<file path="src/rtl/serial_receiver.sv">
// serial_receiver: serial-to-parallel receiver for the lab byte link.
//
// Receives one line bit per sin_valid strobe and frames it as: start bit (0),
// WIDTH data bits LSB-first, an optional even-parity bit, and a stop bit (1).
// A good word lands in a holding register with a ready/ack handshake.
// Reception of the next frame continues while a word waits in the holding register.
//
// Optional feature macro: SERIAL_RECEIVER_PARITY_EN adds the parity bit and
// drives parity_err. Without it, parity_err is tied to 0.
//
// Ports:
//   clk        rising-edge clock
//   reset      asynchronous active-high reset; clears all state
//   sin        serial line bit (idles at 1)
//   sin_valid  sample sin on this clock edge
//   ack        consumer has taken Dout; clears ready
//   Dout       last good received word, stable while ready=1
//   ready      Dout holds an unconsumed word
//   frame_err  one-cycle pulse: stop bit sampled as 0
//   parity_err one-cycle pulse: parity mismatch
//   overrun    sticky: a good frame was dropped because ready was still set
module serial_receiver #(
    parameter int unsigned WIDTH = 8
) (
    input  logic             clk,
    input  logic             reset,
    input  logic             sin,
    input  logic             sin_valid,
    input  logic             ack,
    output logic [WIDTH-1:0] Dout,
    output logic             ready,
    output logic             frame_err,
    output logic             parity_err,
    output logic             overrun
);

    localparam int unsigned CntW = (WIDTH > 1) ? $clog2(WIDTH) : 1;
    localparam logic [CntW-1:0] LastBit = CntW'(WIDTH - 1);

    typedef enum logic [1:0] {
        StIdle,
        StData,
        StStop
`ifdef SERIAL_RECEIVER_PARITY_EN
        , StParity
`endif
    } state_e;

    state_e            state_q, state_d;
    logic [CntW-1:0]   cnt_q, cnt_d;
    logic [WIDTH-1:0]  shift_q, shift_d;
    logic              par_q, par_d;
    logic [WIDTH-1:0]  dout_q, dout_d;
    logic              ready_q, ready_d;
    logic              ferr_q, ferr_d;
    logic              ovr_q, ovr_d;
    logic              complete;
`ifdef SERIAL_RECEIVER_PARITY_EN
    logic              bad_q, bad_d;
    logic              perr_q, perr_d;
`endif

    always_comb begin
        state_d  = state_q;
        cnt_d    = cnt_q;
        shift_d  = shift_q;
        par_d    = par_q;
        dout_d   = dout_q;
        ready_d  = ready_q;
        ovr_d    = ovr_q;
        ferr_d   = 1'b0;
        complete = 1'b0;
`ifdef SERIAL_RECEIVER_PARITY_EN
        bad_d    = bad_q;
        perr_d   = 1'b0;
`endif

        if (sin_valid) begin
            case (state_q)
                StIdle: begin
                    if (!sin) begin
                        cnt_d   = '0;
                        par_d   = 1'b0;
`ifdef SERIAL_RECEIVER_PARITY_EN
                        bad_d   = 1'b0;
`endif
                        state_d = StData;
                    end
                end
                StData: begin
                    // First data bit enters at the top and ends at bit 0.
                    shift_d = {sin, shift_q[WIDTH-1:1]};
                    par_d   = par_q ^ sin;
                    cnt_d   = cnt_q + CntW'(1);
                    if (cnt_q == LastBit) begin
`ifdef SERIAL_RECEIVER_PARITY_EN
                        state_d = StParity;
`else
                        state_d = StStop;
`endif
                    end
                end
`ifdef SERIAL_RECEIVER_PARITY_EN
                StParity: begin
                    bad_d   = par_q ^ sin;
                    state_d = StStop;
                end
`endif
                StStop: begin
                    state_d = StIdle;
                    if (!sin) begin
                        ferr_d = 1'b1;
`ifdef SERIAL_RECEIVER_PARITY_EN
                    end else if (bad_q) begin
                        perr_d = 1'b1;
`endif
                    end else begin
                        complete = 1'b1;
                    end
                end
                default: state_d = StIdle;
            endcase
        end

        // A completion wins over a coincident ack: the ack frees the slot the
        // new word drops into, so ready stays high.
        if (complete) begin
            if (!ready_q || ack) begin
                dout_d  = shift_q;
                ready_d = 1'b1;
            end else begin
                ovr_d = 1'b1;
            end
        end else if (ack && ready_q) begin
            ready_d = 1'b0;
            ovr_d   = 1'b0;
        end
    end

    always_ff @(posedge clk or posedge reset) begin
        if (reset) begin
            state_q <= StIdle;
            cnt_q   <= '0;
            shift_q <= '0;
            par_q   <= 1'b0;
            dout_q  <= '0;
            ready_q <= 1'b0;
            ferr_q  <= 1'b0;
            ovr_q   <= 1'b0;
`ifdef SERIAL_RECEIVER_PARITY_EN
            bad_q   <= 1'b0;
            perr_q  <= 1'b0;
`endif
        end else begin
            state_q <= state_d;
            cnt_q   <= cnt_d;
            shift_q <= shift_d;
            par_q   <= par_d;
            dout_q  <= dout_d;
            ready_q <= ready_d;
            ferr_q  <= ferr_d;
            ovr_q   <= ovr_d;
`ifdef SERIAL_RECEIVER_PARITY_EN
            bad_q   <= bad_d;
            perr_q  <= perr_d;
`endif
        end
    end

    assign Dout      = dout_q;
    assign ready     = ready_q;
    assign frame_err = ferr_q;
    assign overrun   = ovr_q;
`ifdef SERIAL_RECEIVER_PARITY_EN
    assign parity_err = perr_q;
`else
    assign parity_err = 1'b0;
`endif

endmodule

</file>
<file path="config.mk">
export PLATFORM = sky130hd
export DESIGN_NAME = serial_receiver
export DESIGN_NICKNAME = d
export VERILOG_FILES = /design/src/rtl/serial_receiver.sv
export SDC_FILE = /design/constraint.sdc
export NUM_CORES = 1
export LEC_CHECK = 0
export CORE_ASPECT_RATIO = 0.75
export CORE_MARGIN = 1
export CORE_UTILIZATION = 50
export CTS_CLUSTER_DIAMETER = 150
export DETAILED_ROUTE_END_ITERATION = 8
export MAX_ROUTING_LAYER = met4
export PLACE_DENSITY = 0.85
export SLEW_MARGIN = 30
export SYNTH_ARGS = -nofsm -noshare
export SYNTH_HDL_FRONTEND = slang
export SYNTH_SLANG_ARGS = --single-unit
</file>
<file path="constraint.sdc">
create_clock -name clk -period 1.8 [get_ports clk]
set_input_delay 0.45 -clock clk [delete_from_list [all_inputs] [get_ports clk]]
set_output_delay 0.45 -clock clk [all_outputs]
set_load 0.005 [all_outputs]
</file>
==> summary.md <==
| Metric | Value |
|---|---|
| Worst setup path category | flip-flop to output pin |
| Vias in the first global route | 540 |
| Largest delay share family, worst path | buffers and inverters |
| CP Buf/Inv Count | 1 |
| # fillers | 115 |
| Setup violators final | 0 |
| Syn Std Cell Area | 0.001017 mm² |
| Worst setup SP type | flip-flop |
| Crit. path cell count | 1 |
| Largest net degree at the start of global routing | 25 |
| Synth area leaders | dfrtp_1 59%, mux2_2 19%, inv_1 2.6%, ha_1 2.5%, nand4b_4 2.3% |
| Setup TNS | 0 ns |
| Setup slack after layout | 0.1039 ns |
| Drt first pass iters | 3 |
| Crit path required time | 1.35 ns |
| Final net count | 101 |
| Max-cap violations | 0 |
| All-Layer GR Usage | 0.1969 |
| Synth top cells by count | 24 x dfrtp_1, 17 x mux2_2, 7 x inv_1, 4 x o21ai_0 |
| CP Max Fanout | 4 |
| Via count | 603 |
| # diodes | 0 |
| Pwr/cell area | 1289 mW/mm² |
| EDFF count, synth | 0 |
| Skew-Pair Late Insertion Delay | 0.32 ns |
| Area of the multi-input gates | 369.1 µm² |
| Worst path arrival time | 1.25 ns |
| Worst stage delay on the critical path | 0.51 ns |
| Fin. max-slew vios | 0 |
| DRC violations left | 0 |
| PostCTS Resize Cnt | 0 |
| First-pass GRT wire length | 2628 µm |
| Worst IR Drop VDD | 0.8828 mV |
| CTS tree | yes |
| Hold Vio Cnt, Final | 0 |
| F_max | 589.6 MHz |
| Clk buf depth | 2 |
| CP Capture Type | output pin |
| CTS H-tree depth | 1 |
| Clk_skew | 0.008419 ns |
| Post-synthesis sequential area ratio | 0.5904 |
| Setup WS pre-CTS | -0.1436 ns |
| Core Region | 0.001822 mm² |
| Clock slew at reported path FFs | 0.13 ns |
| Die height | 41.06 µm |
| Port Buffers | 15 |
| Antenna-violating nets left | 0 |
| FF/Latch Area | 600.6 µm² |
| Grt total ovfl | 0 |
| Area grow syn2layout | 23.37% |
| FF-to-FF setup slack | 0.35 ns |
| Worst R2R End | Dout[4] |
| HP Class | primary input to asynchronous set/reset pin |
| Post-Syn Nets | 77 |
| Leak pwr | 0.5966 nW |
| Final min period | 1.696 ns |
| Outcome | finished clean |
| I/O pins | 17 |
| Share of cells above drive strength 1 | 0.3656 |
| Die ar. | 0.002221 mm² |
| Syn_area_per_cell | 14.53 µm² |
| Count leader, synth | dfrtp_1 |
| Async SR Flop Fraction | 1.000 |
| Period utilization | 0.9423 |
| Most used DFF post-synth | dfrtp_1 |
| Final wirelength | 1708 µm |
| Gpl congestion | 0.8263 |
| RSZ-0062 raised after global routing | false |
| Depth of the most critical reg-to-reg path | 3 |
| Cells after Synth | 70 |
| Origin of the critical flop-to-flop path | state_q[1] |
| Top-area cell type share of the netlist area | 0.5904 |
| Yosys Warn Count | 0 |
| TritonCTS Sinks | 24 |
| Site row count | 13 |
| CP Cell Sequence | clkdlybuf4s50_1 |
| Antenna violations before repair | 0 |
| FF+latch count, synth | 24 |
| Area leader, netlist | dfrtp_1 |
| Avg WL per Cell | 14.85 µm |
| Crit path max-delay cell type | clkdlybuf4s50_1 |
| Die width | 54.08 µm |
| Number of DRC violations after detailed-routing iteration 0 | 5 |
| Final total power | 1.618 mW |
| Vias per std cell | 5.243 |
| Crit path to | ready |
| TritonCTS buffer count | 3 |
| Netlist cell types | 20 |
| Critical Path Source | ready |
| Initial Util | 0.5584 |
| DP Wirelength | 1219 µm |
| Root Buffer | clkbuf_4 |
cell families after synthesis:
kind of cell | share of synthesized area
AOI/OAI and AO/OA | 0.07996
DFF | 0.5904
adders and majority gates | 0.02460
and+or+nand+nor | 0.06642
muxes | 0.1882
other | 0.003686
buffers and inverters | 0.04674
sequential cells by signal (all words and copies together), names as in the netlist:
| signal | flops |
|---|---|
| state_q | 2 |
| shift_q | 8 |
| cnt_q | 3 |
| ready | 1 |
| Dout | 8 |
| frame_err | 1 |
| overrun | 1 |
what timing repair did:
action,4_1_cts,5_1_grt
endpoints found under the setup margin,0,1
hold buffers,0,0
buffers inserted,0,1
area by class of cell:
cell class / instances / share of cell area
well taps: 22 / 0.02193
clock buffers: 4 / 0.02891
inverters: 7 / 0.02094
repair buffers: 21 / 0.1555
flip-flops and latches: 24 / 0.4786
multi-input cells: 37 / 0.2941
power breakdown:
group	leakage [nW]	switching [mW]	total (mW)	internal (mW)
clock network	0.0210	0.160	0.284	0.124
logic	0.268	0.166	0.481	0.315
registers	0.307	0.136	0.853	0.716
layer usage:
| layer | wire length, µm | up-vias | GRT usage |
|---|---|---|---|
| met3 | 80 | 4 | 0.07778 |
| met2 | 757 | 15 | 0.2778 |
| met5 | 0 | - | - |
| met4 | 45 | 0 | 0.1154 |
| met1 | 825 | 293 | 0.2407 |
| li1 | - | 291 | - |
tightest hold or removal path, cell delays in order:
cell and delay, ns:
clkdlybuf4s50_1 0.40, inv_1 0.05, buf_4 0.28
placed cells by master (no fill, tap or decap):
cell type,Yosys,final
and4_2,1,1
a21oi_4,1,1
nor2b_1,1,1
conb_1,1,1
and2_4,1,1
inv_1,7,7
ha_1,2,2
o22ai_1,1,1
a31oi_1,1,1
a21oi_1,1,1
clkbuf_8,1,1
o21a_1,1,1
mux2_2,17,17
nand4b_4,1,1
clkbuf_4,0,3
o21ai_0,4,4
a22o_2,2,2
buf_4,1,6
clkdlybuf4s50_1,0,15
nand3_1,1,1
dfrtp_1,24,24
nor2b_4,1,1
worst min-delay path by stage:
stage               start         end  slack [ns]
2_1_floorplan       reset     Dout[0]        0.46
3_3_place_gp   shift_q[0]  shift_q[0]        0.49
3_5_place_dp     cnt_q[1]    cnt_q[1]        0.49
4_1_cts             reset       ready        0.46
5_1_grt             reset     Dout[0]        0.50
6_report            reset     Dout[7]        0.45
metrics by stage:
stage / instance area, µm² / std cells / utilization / hold slack [ns]
global placement: 1211 / 110 / 0.6648 / 0.4886
global route: 1255 / 115 / 0.6889 / 0.4975
floorplan: 1017 / 70 / - / 0.4646
detailed placement: 1211 / 110 / 0.6648 / 0.4940
finish: 1255 / 115 / 0.6889 / 0.4501
CTS: 1247 / 114 / 0.6848 / 0.4638
(Power assumes the default switching activity.)
